==> src/rtl/ps2_pkg.sv <==
// PS/2 scan-code constants and the default tracked-key table.
// Shared by the sequence parser and the key tracker top level.
package ps2_pkg;

  localparam int CODE_W = 9;

  localparam logic [7:0] PS2_EXT = 8'hE0;
  localparam logic [7:0] PS2_BRK = 8'hF0;

  localparam logic [7:0] SC_UP    = 8'h75;
  localparam logic [7:0] SC_DOWN  = 8'h72;
  localparam logic [7:0] SC_LEFT  = 8'h6B;
  localparam logic [7:0] SC_RIGHT = 8'h74;
  localparam logic [7:0] SC_A     = 8'h1C;
  localparam logic [7:0] SC_W     = 8'h1D;
  localparam logic [7:0] SC_S     = 8'h1B;
  localparam logic [7:0] SC_D     = 8'h23;

  localparam logic [CODE_W-1:0] KC_UP    = {1'b1, SC_UP};
  localparam logic [CODE_W-1:0] KC_DOWN  = {1'b1, SC_DOWN};
  localparam logic [CODE_W-1:0] KC_LEFT  = {1'b1, SC_LEFT};
  localparam logic [CODE_W-1:0] KC_RIGHT = {1'b1, SC_RIGHT};
  localparam logic [CODE_W-1:0] KC_A     = {1'b0, SC_A};
  localparam logic [CODE_W-1:0] KC_W     = {1'b0, SC_W};
  localparam logic [CODE_W-1:0] KC_S     = {1'b0, SC_S};
  localparam logic [CODE_W-1:0] KC_D     = {1'b0, SC_D};

  // Index 0 sits in the low bits: up, down, left, right, a, w, s, d.
  localparam logic [8*CODE_W-1:0] PS2_DEFAULT_KEYS = {
    KC_D, KC_S, KC_W, KC_A,
    KC_RIGHT, KC_LEFT, KC_DOWN, KC_UP
  };

  typedef enum logic [1:0] {
    IDLE     = 2'd0,
    GOT_E0   = 2'd1,
    GOT_F0   = 2'd2,
    GOT_E0F0 = 2'd3
  } ps2_state_e;

  function automatic logic is_prefix(input logic [7:0] b);
    return (b == PS2_EXT) || (b == PS2_BRK);
  endfunction

endpackage

==> src/rtl/ps2_seq_parser.sv <==
// Folds E0/F0 prefixes into complete {ext, scan} codes.
// Outputs are combinational; the tracker registers them.
module ps2_seq_parser
  import ps2_pkg::*;
#(
  parameter int TIMEOUT_CYCLES = 2_500_000
) (
  input  logic              clk,
  input  logic              rst,
  input  logic [7:0]        data,
  input  logic              data_en,
  input  logic              clear,
  output logic              code_valid,
  output logic [CODE_W-1:0] code,
  output logic              is_break,
  output logic              abort
);

  localparam int CW =
    (TIMEOUT_CYCLES > 1) ? $clog2(TIMEOUT_CYCLES) : 1;
  localparam logic [CW-1:0] CNT_LAST = CW'(TIMEOUT_CYCLES - 1);

  ps2_state_e      state_q, state_d;
  logic [CW-1:0]   cnt_q, cnt_d;
  logic            is_ext, is_brk, pfx;
  logic            timeout;
  logic            st_ext, st_brk;

  assign is_ext  = (data == PS2_EXT);
  assign is_brk  = (data == PS2_BRK);
  assign pfx     = is_prefix(data);
  assign timeout = (state_q != IDLE) && (cnt_q == CNT_LAST);

  always_ff @(posedge clk or posedge rst) begin
    if (rst) begin
      state_q <= IDLE;
      cnt_q   <= '0;
    end else begin
      state_q <= state_d;
      cnt_q   <= cnt_d;
    end
  end

  always_comb begin
    state_d = state_q;
    if (clear) begin
      state_d = IDLE;
    end else if (data_en) begin
      unique case (state_q)
        IDLE: begin
          if (is_ext)      state_d = GOT_E0;
          else if (is_brk) state_d = GOT_F0;
        end
        GOT_E0: begin
          if (is_brk)       state_d = GOT_E0F0;
          else if (!is_ext) state_d = IDLE;
        end
        GOT_F0: begin
          if (is_ext)       state_d = GOT_E0F0;
          else if (!is_brk) state_d = IDLE;
        end
        GOT_E0F0: begin
          if (!pfx) state_d = IDLE;
        end
        default: state_d = IDLE;
      endcase
    end else if (timeout) begin
      state_d = IDLE;
    end
  end

  // Counter only measures silence while a prefix is pending.
  always_comb begin
    cnt_d = cnt_q + 1'b1;
    if (clear || data_en || timeout || state_q == IDLE)
      cnt_d = '0;
  end

  always_comb begin
    st_ext = 1'b0;
    st_brk = 1'b0;
    unique case (state_q)
      IDLE:     ;
      GOT_E0:   st_ext = 1'b1;
      GOT_F0:   st_brk = 1'b1;
      GOT_E0F0: begin
        st_ext = 1'b1;
        st_brk = 1'b1;
      end
      default:  ;
    endcase
    code_valid = data_en && !clear && !pfx;
    code       = {st_ext, data};
    is_break   = st_brk;
    abort      = timeout && !data_en && !clear;
  end

endmodule

==> src/rtl/ps2_key_tracker.sv <==
// Table-driven PS/2 key tracker: held bitmap plus press/release
// pulses for any number of players from one byte stream.
module ps2_key_tracker
  import ps2_pkg::*;
#(
  parameter int NUM_KEYS = 8,
  parameter logic [CODE_W*NUM_KEYS-1:0] KEY_CODES =
    PS2_DEFAULT_KEYS,
  parameter bit REPEAT_PRESS = 1'b0,
  parameter int TIMEOUT_CYCLES = 2_500_000
) (
  input  logic                CLOCK_50,
  input  logic                reset,
  input  logic [7:0]          received_data,
  input  logic                received_data_en,
  input  logic                clear_all,
  output logic [NUM_KEYS-1:0] key_held,
  output logic [NUM_KEYS-1:0] key_press,
  output logic [NUM_KEYS-1:0] key_release,
  output logic                any_held,
  output logic [CODE_W-1:0]   last_code,
  output logic                unmapped,
  output logic                seq_abort
);

  logic              code_valid;
  logic [CODE_W-1:0] code;
  logic              is_break;
  logic              abort;

  ps2_seq_parser #(
    .TIMEOUT_CYCLES(TIMEOUT_CYCLES)
  ) u_parser (
    .clk        (CLOCK_50),
    .rst        (reset),
    .data       (received_data),
    .data_en    (received_data_en),
    .clear      (clear_all),
    .code_valid (code_valid),
    .code       (code),
    .is_break   (is_break),
    .abort      (abort)
  );

  logic [NUM_KEYS-1:0] match;
  logic [NUM_KEYS-1:0] held_q, held_d;
  logic [NUM_KEYS-1:0] press_q, press_d;
  logic [NUM_KEYS-1:0] release_q, release_d;
  logic                any_held_q, any_held_d;
  logic [CODE_W-1:0]   last_code_q, last_code_d;
  logic                unmapped_q, unmapped_d;
  logic                seq_abort_q, seq_abort_d;

  // Duplicate table entries are legal, so every index is compared.
  always_comb begin
    match = '0;
    for (int i = 0; i < NUM_KEYS; i++)
      match[i] = (code == KEY_CODES[CODE_W*i +: CODE_W]);
  end

  always_comb begin
    held_d      = held_q;
    press_d     = '0;
    release_d   = '0;
    unmapped_d  = 1'b0;
    last_code_d = last_code_q;
    seq_abort_d = abort;
    if (clear_all) begin
      release_d = held_q;
      held_d    = '0;
    end else if (code_valid) begin
      last_code_d = code;
      unmapped_d  = ~|match;
      if (is_break) begin
        held_d    = held_q & ~match;
        release_d = held_q & match;
      end else begin
        held_d  = held_q | match;
        press_d = REPEAT_PRESS ? match : (match & ~held_q);
      end
    end
    any_held_d = |held_d;
  end

  always_ff @(posedge CLOCK_50 or posedge reset) begin
    if (reset) begin
      held_q      <= '0;
      press_q     <= '0;
      release_q   <= '0;
      any_held_q  <= 1'b0;
      last_code_q <= '0;
      unmapped_q  <= 1'b0;
      seq_abort_q <= 1'b0;
    end else begin
      held_q      <= held_d;
      press_q     <= press_d;
      release_q   <= release_d;
      any_held_q  <= any_held_d;
      last_code_q <= last_code_d;
      unmapped_q  <= unmapped_d;
      seq_abort_q <= seq_abort_d;
    end
  end

  assign key_held    = held_q;
  assign key_press   = press_q;
  assign key_release = release_q;
  assign any_held    = any_held_q;
  assign last_code   = last_code_q;
  assign unmapped    = unmapped_q;
  assign seq_abort   = seq_abort_q;

endmodule

==> config.mk <==
export PLATFORM = sky130hd
export DESIGN_NAME = ps2_key_tracker
export DESIGN_NICKNAME = d
export VERILOG_FILES = /design/src/rtl/ps2_pkg.sv /design/src/rtl/ps2_seq_parser.sv /design/src/rtl/ps2_key_tracker.sv
export SDC_FILE = /design/constraint.sdc
export NUM_CORES = 1
export LEC_CHECK = 0
export ABC_AREA = 1
export CAP_MARGIN = 10
export CORE_MARGIN = 1.5
export CORE_UTILIZATION = 55
export DETAILED_ROUTE_END_ITERATION = 8
export PLACE_DENSITY_LB_ADDON = 0.3
export SETUP_SLACK_MARGIN = 0.5
export SLEW_MARGIN = 20
export SYNTH_ARGS = -nofsm -noshare
export SYNTH_HDL_FRONTEND = slang
export SYNTH_SLANG_ARGS = --single-unit
==> constraint.sdc <==
create_clock -name CLOCK_50 -period 4.95 [get_ports CLOCK_50]
set_input_delay 0.99 -clock CLOCK_50 [delete_from_list [all_inputs] [get_ports CLOCK_50]]
set_output_delay 0.99 -clock CLOCK_50 [all_outputs]
set_load 0.05 [all_outputs]
Word level (Yosys, flattened, before mapping) --
Cells that the tools add are included.
Word-level totals: register bits 60, bits of input ports 12, output and inout bits 36, word-level logic and storage cells 82
Operators by class: add/subtract/negate cells 1, eq/ne operators 18, mux-type cells 25, bitwise logic cells 7, reduce and logical (&&, ||, !) cells 22
Operators by type and width (count):
- $mux W8 | 9
- $eq A9 B9 Y1 const B | 4
- $eq A9 B5 Y1 const B | 3
- $and A8 B8 Y8 | 3
- $add A22 B1 Y22 const B | 1
- $eq A22 B22 Y1 const B | 1
- $mux W22 | 1
- $mux W2 | 10
- $eq A8 B8 Y1 const B | 2
- $not A8 Y8 | 2
- $reduce_or A8 Y1 | 2
- $eq A9 B6 Y1 const B | 1
- $or A8 B8 Y8 | 1
- $pmux W2 S4 | 1
- $logic_and A1 B1 Y1 | 5
- $ne A5 B3 Y1 const B | 1
- $ne A5 B4 Y1 const B | 1
- $ne A5 B5 Y1 const B | 1
- $reduce_and A5 Y1 | 1
- $eq A2 B2 Y1 const B | 2
- $logic_not A1 Y1 | 4
- $logic_or A1 B1 Y1 | 4
- $mux W1 | 4
- $ne A4 B4 Y1 const B | 1
- 7 further kinds | 8

Logic depth before layout (Yosys ltp) --
Gate-level depths: netlist (run 1).
depth after elaboration 10, depth in mapped cells 12, mapped depth without buffers 11

By module --
A second synthesis (run 1) with hierarchy kept.
Unflattened totals: cell total of the unflattened synthesis 440, area, all modules 3298.2 sq um
Modules (own cells, without submodules):
- ps2_seq_parser | instances 1, cells an instance 257, area each 1740.4 sq um, seq. area each 600.6 sq um
- ps2_key_tracker | instances 1, cells an instance 183, area each 1557.7 sq um, seq. area each 900.9 sq um

Least setup slack after synthesis (run 1) --
OpenSTA, ideal clock, no wires.
kind input port to flip-flop, start point input clear_all, end point register any_held_q (netlist: any_held), setup time 0.119 ns, arrival time 1.925 ns, data required time 4.831 ns, slack 2.907 ns, cell stages on the path 12, path buffers 2, cell sequence buf_4 > inv_1 > nand2_1 > inv_1 > nand3_4 > inv_4 > buf_12 > nand2_1 > nand3_1 > nand2_1 > nor2_1 > nand2_1
On the way: longest elaborated chain between the ends 6
RTL lines:
- start: declaration | RTL line ps2_key_tracker.sv:16 | input logic clear_all,
- $logic_not A1 Y1 | RTL line ps2_seq_parser.sv:92 | code_valid = data_en && !clear && !pfx;
- $logic_and A1 B1 Y1 (2 in series) | RTL line ps2_seq_parser.sv:92
- $mux W8 | RTL line ps2_key_tracker.sv:71 | end else if (code_valid) begin
- $mux W8 * | RTL line ps2_key_tracker.sv:68 | if (clear_all) begin
- $reduce_or A8 Y1 * | RTL line ps2_key_tracker.sv:82 | any_held_d = |held_d;
- named net any_held_d | RTL line ps2_key_tracker.sv:49 | logic any_held_q, any_held_d;
- end signal: assignment | RTL line ps2_key_tracker.sv:98 | any_held_q <= any_held_d;
- end: declaration | RTL line ps2_key_tracker.sv:49
Mark *: on every way through the listed nets, which the timed path passes. The rest lies on a longest branch. A chain may end at the register's enable or synchronous reset.

Worst setup path after layout (run 1) --
Same ends and word-level chain as after synthesis.

==> results of run 1 <==
[worst max-delay path, cell delays in order]
cell                              delay (ns)
sky130_fd_sc_hd__clkdlybuf4s50_1        0.62
sky130_fd_sc_hd__inv_1                  0.37
sky130_fd_sc_hd__nand2_1                0.08
sky130_fd_sc_hd__inv_1                  0.13
sky130_fd_sc_hd__nand3_4                0.28
sky130_fd_sc_hd__inv_4                  0.28
sky130_fd_sc_hd__nand2_1                0.08
sky130_fd_sc_hd__nand3_1                0.10
sky130_fd_sc_hd__nand2_1                0.06
sky130_fd_sc_hd__nor2_1                 0.11
sky130_fd_sc_hd__nand2_1                0.06
[power by group through the flow]
stage	registers (mW)	logic, mW	clock network, mW
2_1_floorplan	0.594	0.0845	0
3_3_place_gp	0.536	0.205	0
3_5_place_dp	0.536	0.206	0
4_1_cts	0.527	0.208	0.458
5_1_grt	0.530	0.223	0.482
6_report	0.527	0.207	0.455
[per-layer routing]
metal	track usage, %	part of all wire, %
met4	11.2	2.1
met1	38.3	48
met5	0	0
met3	5.11	6.0
met2	38.7	44
[layout by cell type, fill, tap and decap left out, types with 4 or more instances in the layout]
cell type,instances
sky130_fd_sc_hd__a21oi_1,7
sky130_fd_sc_hd__nand4_1,18
sky130_fd_sc_hd__nor3_1,18
sky130_fd_sc_hd__nor4_1,4
sky130_fd_sc_hd__xor2_1,6
sky130_fd_sc_hd__nand4_2,4
sky130_fd_sc_hd__clkbuf_8,11
sky130_fd_sc_hd__inv_1,45
sky130_fd_sc_hd__nand2_1,100
sky130_fd_sc_hd__nor2_1,71
sky130_fd_sc_hd__o21ai_0,10
sky130_fd_sc_hd__nor3b_1,4
sky130_fd_sc_hd__clkdlybuf4s50_1,47
sky130_fd_sc_hd__nor2_4,5
sky130_fd_sc_hd__dfrtp_1,60
sky130_fd_sc_hd__nand3_1,25
sky130_fd_sc_hd__inv_2,7
sky130_fd_sc_hd__nand2_2,5
sky130_fd_sc_hd__nor2_2,6
[through the flow]
| step | util [%] | cell area [um2] | hold slack (ns) | instances |
|---|---|---|---|---|
| final | 68.0 | 3980 | 0.459 | 551 |
| after global routing | 68.0 | 3980 | 0.482 | 551 |
| after CTS | 68.0 | 3980 | 0.463 | 551 |
| after detailed placement | 64.5 | 3770 | 0.450 | 535 |
| after global placement | 64.5 | 3770 | 0.453 | 535 |
| after floorplan | - | 3300 | 0.430 | 424 |
[synthesized netlist by cell type]
master	instances
sky130_fd_sc_hd__buf_4	4
sky130_fd_sc_hd__nand2_2	5
sky130_fd_sc_hd__inv_4	1
sky130_fd_sc_hd__a21oi_1	7
sky130_fd_sc_hd__inv_2	6
sky130_fd_sc_hd__nand4_1	18
sky130_fd_sc_hd__nor4_1	4
sky130_fd_sc_hd__nor2_1	71
sky130_fd_sc_hd__buf_2	3
sky130_fd_sc_hd__nand3_4	1
sky130_fd_sc_hd__nor3b_2	1
sky130_fd_sc_hd__nor2_2	6
sky130_fd_sc_hd__inv_1	46
sky130_fd_sc_hd__nand4_2	4
sky130_fd_sc_hd__nand3_1	25
sky130_fd_sc_hd__xnor2_1	2
sky130_fd_sc_hd__a31oi_1	2
sky130_fd_sc_hd__nor3b_1	4
sky130_fd_sc_hd__xor2_1	6
sky130_fd_sc_hd__nand2_4	2
sky130_fd_sc_hd__nand3b_1	1
sky130_fd_sc_hd__or2_0	1
sky130_fd_sc_hd__nor3_1	18
sky130_fd_sc_hd__buf_12	1
sky130_fd_sc_hd__nor3_2	1
sky130_fd_sc_hd__nor2_4	5
sky130_fd_sc_hd__nand3_2	2
sky130_fd_sc_hd__o41ai_2	1
sky130_fd_sc_hd__ha_1	1
sky130_fd_sc_hd__or2_2	1
sky130_fd_sc_hd__nand2_1	100
sky130_fd_sc_hd__clkbuf_1	2
sky130_fd_sc_hd__buf_6	2
sky130_fd_sc_hd__o21ai_0	10
sky130_fd_sc_hd__dfrtp_1	60
[sequential cells by signal, summed over array words and instances (netlist names)]
name,cells
any_held,1
key_held,8
key_press,8
key_release,8
last_code,9
seq_abort,1
u_parser.cnt_q,22
u_parser.state_q,2
unmapped,1
[cell type report]
class,instances,area [um2],share of cell area (%)
Sequential cell,60,1500,37.8
Multi-Input combinational cell,299,1500,37.7
Timing Repair Buffer,48,478,12.0
Inverter,53,201,5.07
Clock buffer,12,155,3.90
Tap cell,75,93.8,2.36
Clock inverter,4,47.5,1.20
[worst min-delay path by stage]
| stage | to | slack [ns] | cells after the start |
|---|---|---|---|
| after floorplan | u_parser.cnt_q[0] | 0.43 | 1 |
| after global placement | u_parser.cnt_q[0] | 0.45 | 1 |
| after detailed placement | key_press[4] | 0.45 | 1 |
| after CTS | key_press[1] | 0.46 | 1 |
| after global routing | key_press[1] | 0.48 | 1 |
| final | key_press[6] | 0.46 | 1 |
[logic make-up (layout without fill, tap and decap cells)]
kind of cell,after synthesis,in the layout
simple gates,270,270
buf+inv,65,117
flops,60,60
compound gates,20,20
xor+xnor,8,8
fa+ha+maj,1,1
==> results.sh, run 1 <==
export IMPL_run_status="finished, final reports clean"
export IMPL_cts_repair_timing_setup_buffer_count=0
export IMPL_share_of_the_synthesized_area_in_compound_gates_ao_oa_aoi_oai_pct=3.45
export IMPL_worst_setup_path_endpoint="any_held"
export IMPL_fill_cells=490
export IMPL_fmax_mhz=340
export IMPL_finClkSkew_ns=0.0148
export IMPL_insertion_delay_ns=0.35
export IMPL_postRouteWirelength_um=7790
export IMPL_routed_wire_length_per_instance_um=14.1
export IMPL_worst_setup_path_startpoint="clear_all"
export IMPL_die_x_um=80.4
export IMPL_die_area_um2=6470
export IMPL_power_density_nw_per_um2=299
export IMPL_cp_required_ns=5.19
export IMPL_hold_path_startpoint="key_held[6]"
export IMPL_finalMaxSlewViolations=0
export IMPL_sw_frac_of_total_pct=30.3
export IMPL_synth_cell_type_count=35
export IMPL_depth_of_the_cts_h_tree=3
export IMPL_placementRows=28
export IMPL_drv_max_cap_violation_count=0
export IMPL_grt_pass1_vias=2746
export IMPL_slew_limit_headroom_pct=50.6
export IMPL_ff2ff_setup_slack_ns=2.75
export IMPL_netlist_top_cells_area="sky130_fd_sc_hd__dfrtp_1 46%, sky130_fd_sc_hd__nand2_1 11%, sky130_fd_sc_hd__nor2_1 8.1%, sky130_fd_sc_hd__inv_1 5.2%, sky130_fd_sc_hd__nand3_1 3.8%"
export IMPL_worst_setup_path_end_kind="flip-flop"
export IMPL_cts_resized=0
export IMPL_total_power_after_layout_mw=1.19
export IMPL_pwr_share_seq_pct=44.3
export IMPL_detail_route_iter0_violations=203
export IMPL_ant_nets=0
export IMPL_hpwl_um=5490
export IMPL_power_switching_mw=0.361
export IMPL_antenna_cells=0
export IMPL_main_combinational_cell_family_by_area_after_synthesis="simple AND/OR/NAND/NOR gates"
export IMPL_setup_tns_after_final_layout_ns=0
export IMPL_setup_worst_path_start_class="primary input"
export IMPL_grt_max_degree=61
export IMPL_clock_tree_root_cell="sky130_fd_sc_hd__clkbuf_8"
export IMPL_netlist_instances=424
export IMPL_finalSetupViolCount=0
export IMPL_globalRouteOverflowTotal=0
export IMPL_area_inside_the_core_boundary_um2=5850
export IMPL_timing_critical_path_arrival_ns=3.19
export IMPL_track_usage_pct=26.5
export IMPL_period_share_pct=59.5
export IMPL_p_leak_nw=1.91
export IMPL_yosys_area_top_type_share_pct=45.5
export IMPL_last_weighted_congestion_value_of_the_routability_driven_placer=0.890
export IMPL_timing_final_crit_period_ns=2.95
export IMPL_synth_largest_area_cell="sky130_fd_sc_hd__dfrtp_1"
export IMPL_r2r_start="u_parser.state_q[1]"
export IMPL_numCtsBuffers=9
export IMPL_post_synth_mux_area_share_pct=0
export IMPL_synth_seq_cells=60
export IMPL_clk_pin_slew_ns=0.07
export IMPL_yosys_warnings=0
export IMPL_cts_max_path_buffers=2
export IMPL_synth_adder_area_share_pct=0.380
export IMPL_route_detailed_drc=0
export IMPL_number_of_antenna_violations_at_the_first_check_in_global_routing=0
export IMPL_cell_internal_pwr_mw=0.829
export IMPL_synth_simple_area_share_pct=39.5
export IMPL_area_growth_syn_to_layout_pct=20.6
export IMPL_floorplan_io_pins=48
export IMPL_synth_fp_nets=437
export IMPL_grt_pass1_wl_um=12900
export IMPL_worstPathMaxFanout=30
export IMPL_worst_slew_pin_slew_ns=0.741
export IMPL_cell_area_after_technology_mapping_um2=3300
export IMPL_comb_power_share_pct=17.4
export IMPL_path_class="primary input to flip-flop"
export IMPL_initial_utilization_pct=56.4
export IMPL_dpl_worst_slack_ns=1.66
export IMPL_avgSynthCellArea_um2=7.78
export IMPL_clk_network_pwr_share_pct=38.3
export IMPL_number_of_nets_in_the_layout=484
export IMPL_layout_drive_gt1_share_pct=11.1
export IMPL_min_path_type="flip-flop to flip-flop"
export IMPL_area_share_of_xor_xnor_cells_in_the_synthesized_design_pct=2.13
export IMPL_dr_pass1_iters=5
export IMPL_unrepaired_setup_endpoints_after_global_routing="no"
export IMPL_dr_total_vias=2957
export IMPL_route_detailed_vias_per_inst=5.37
export IMPL_tritoncts="done"
export IMPL_number_of_buffer_cells_added_on_primary_ports=47
export IMPL_peakVddDrop_mv=0.194
export IMPL_r2r_cells=7
export IMPL_worstReg2RegEnd="u_parser.cnt_q[4]"
export IMPL_dieHeight_um=80.4
export IMPL_seq_area_frac_synth_pct=45.5
export IMPL_layout_setup_ws_ns=2.00
export IMPL_clock_sinks=60
export IMPL_post_cts_hold_buffer_count=0
export IMPL_final_hold_viol_count=0
No activity file was read; power rests on OpenSTA's default activity.
==> run 2, diff against run 1 <==
CORE_UTILIZATION = 54   (was 55)
clock period = 2.99 ns   (was 4.95 ns; I/O delays follow)
==> run 2 against run 1 <==
Sequential cell count unchanged. Sequential share of layout area decreased by 0.17 points. Largest power group unchanged. Via count unchanged. Total power is 63% higher. Final area grew 0.44%. Wire length is 2.2% higher. Clock skew fell by 0.0075 ns. First-iteration DRC count increased by 37%. Setup slack lost 1.2 ns.
==> results.sh, run 2 (synthesized netlist as in run 1, its figures left out) <==
export IMPL_run_status="finished, final reports clean"
export IMPL_area_of_the_multi_input_gates_um2=1500
export IMPL_clk_pin_slew_ns=0.07
export IMPL_initial_utilization_pct=55.7
export IMPL_r2r_cells=7
export IMPL_track_usage_pct=26.6
export IMPL_grt_pass1_vias=2788
export IMPL_detail_route_iter0_violations=278
export IMPL_die_area_um2=6580
export IMPL_worst_slew_pin_slew_ns=0.546
export IMPL_min_path_type="flip-flop to flip-flop"
export IMPL_setup_tns_after_final_layout_ns=0
export IMPL_layout_cells_most_common_list="100 x sky130_fd_sc_hd__nand2_1, 71 x sky130_fd_sc_hd__nor2_1, 60 x sky130_fd_sc_hd__dfrtp_1"
export IMPL_dr_total_vias=2957
export IMPL_area_growth_syn_to_layout_pct=21.1
export IMPL_die_x_um=81.1
export IMPL_layout_core_utilization_pct=67.5
export IMPL_worstPathMaxFanout=21
export IMPL_timing_critical_path_arrival_ns=2.45
export IMPL_fill_cells=512
export IMPL_routed_wire_length_per_instance_um=14.4
export IMPL_worst_setup_path_startpoint="u_parser.state_q[1]"
export IMPL_r2r_start="u_parser.state_q[1]"
export IMPL_finalSetupViolCount=0
export IMPL_insertion_delay_ns=0.33
export IMPL_layout_cells_most_common="sky130_fd_sc_hd__nand2_1"
export IMPL_worst_setup_path_end_kind="flip-flop"
export IMPL_timing_final_crit_period_ns=2.22
export IMPL_cts_repair_timing_setup_buffer_count=0
export IMPL_dieHeight_um=81.1
export IMPL_area_inside_the_core_boundary_um2=5920
export IMPL_grt_pass1_wl_um=13100
export IMPL_slew_limit_headroom_pct=63.6
export IMPL_route_detailed_vias_per_inst=5.35
export IMPL_post_cts_hold_buffer_count=0
export IMPL_cts_resized=0
export IMPL_setup_worst_path_start_class="flip-flop"
export IMPL_floorplan_io_pins=48
export IMPL_peakVddDrop_mv=0.368
export IMPL_globalRouteOverflowTotal=0
export IMPL_layout_drive_gt1_share_pct=11.5
export IMPL_last_weighted_congestion_value_of_the_routability_driven_placer=0.872
export IMPL_cp_required_ns=3.22
export IMPL_worst_hold_slack_ns=0.458
export IMPL_grt_max_degree=23
export IMPL_path_class="flip-flop to flip-flop"
export IMPL_ff2ff_setup_slack_ns=0.77
export IMPL_antenna_cells=0
export IMPL_hold_depth=1
export IMPL_ant_nets=0
export IMPL_cts_max_path_buffers=2
export IMPL_number_of_nets_in_the_layout=488
export IMPL_number_of_buffer_cells_added_on_primary_ports=47
export IMPL_unrepaired_setup_endpoints_after_global_routing="no"
export IMPL_fmax_mhz=451
export IMPL_number_of_antenna_violations_at_the_first_check_in_global_routing=0
export IMPL_depth_of_the_cts_h_tree=3
export IMPL_seq_area_um2=1500
export IMPL_clock_sinks=60
export IMPL_power_density_nw_per_um2=487
export IMPL_hpwl_um=5800
export IMPL_numCtsBuffers=9
export IMPL_worstReg2RegEnd="u_parser.cnt_q[9]"
export IMPL_final_hold_viol_count=0
export IMPL_postRouteWirelength_um=7950
export IMPL_finClkSkew_ns=0.00724
export IMPL_number_of_flip_flops_under_the_largest_register_name=22
export IMPL_placementRows=28
export IMPL_p_leak_nw=1.93
export IMPL_period_share_pct=74.2
export IMPL_whs_endpoint="key_press[1]"
export IMPL_finalMaxSlewViolations=0
export IMPL_dr_pass1_iters=5
export IMPL_top_register="u_parser.cnt_q"
export IMPL_clock_tree_root_cell="sky130_fd_sc_hd__clkbuf_8"
export IMPL_drv_max_cap_violation_count=0
export IMPL_tritoncts="done"
export IMPL_route_detailed_drc=0
export IMPL_hold_path_startpoint="key_held[1]"
==> run 2: cell types whose count changed in the layout (fill, tap and decap cells not counted), sizes merged <==
cell / delta
buf: +4
clkinv: -1
clkinvlp: -1
==> run 2: worst max-delay path by stage <==
stage / to / slack [ns] / cells after the start
2_1_floorplan: any_held / 0.91 / 1
3_3_place_gp: any_held / 0.50 / 12
3_5_place_dp: any_held / 0.45 / 12
4_1_cts: any_held / 0.79 / 12
5_1_grt: u_parser.cnt_q[17] / 0.57 / 7
6_report: u_parser.cnt_q[9] / 0.77 / 7
==> run 2: final cells by class <==
type / instances / share of cell area (%)
clock buffers: 12 / 3.88
multi-input cells: 299 / 37.5
well taps: 75 / 2.35
flip-flops and latches: 60 / 37.6
inverters: 53 / 5.04
repair buffers: 52 / 12.7
clock inverters: 2 / 0.877
==> run 2: per-layer routing <==
metal  track usage [%]  share of wire (%)  wire length (um)  up-vias
li1                  -                  -                 -     1457
met1              37.1                 48              3840     1368
met2              40.0                 44              3470      112
met4              9.48                2.3               185        0
met5                 0                  0                 0        -
met3              6.85                5.7               455       20
==> run 2: per-stage QoR <==
stage          area [um2]  std cells  setup slack [ns]  power (mW)
3_3_place_gp         3800        539             0.502        1.23
2_1_floorplan        3300        424             0.907        1.12
6_report             3990        553             0.771        1.95
5_1_grt              3990        553             0.570        2.03
3_5_place_dp         3800        539             0.447        1.24
4_1_cts              3990        553             0.791        1.95
==> run 2: where the power goes <==
group          switching, mW  internal, mW
combinational          0.247         0.104
clock                  0.299         0.420
sequential            0.0309         0.845
==> run 2: critical path: stages, from the launching register on <==
cell	delay, ns
sky130_fd_sc_hd__dfrtp_1	0.55
sky130_fd_sc_hd__inv_1	0.43
sky130_fd_sc_hd__nand2_2	0.18
sky130_fd_sc_hd__nand4_1	0.16
sky130_fd_sc_hd__nor2_1	0.08
sky130_fd_sc_hd__nor2_4	0.14
sky130_fd_sc_hd__nand2_2	0.27
sky130_fd_sc_hd__nor3b_1	0.31
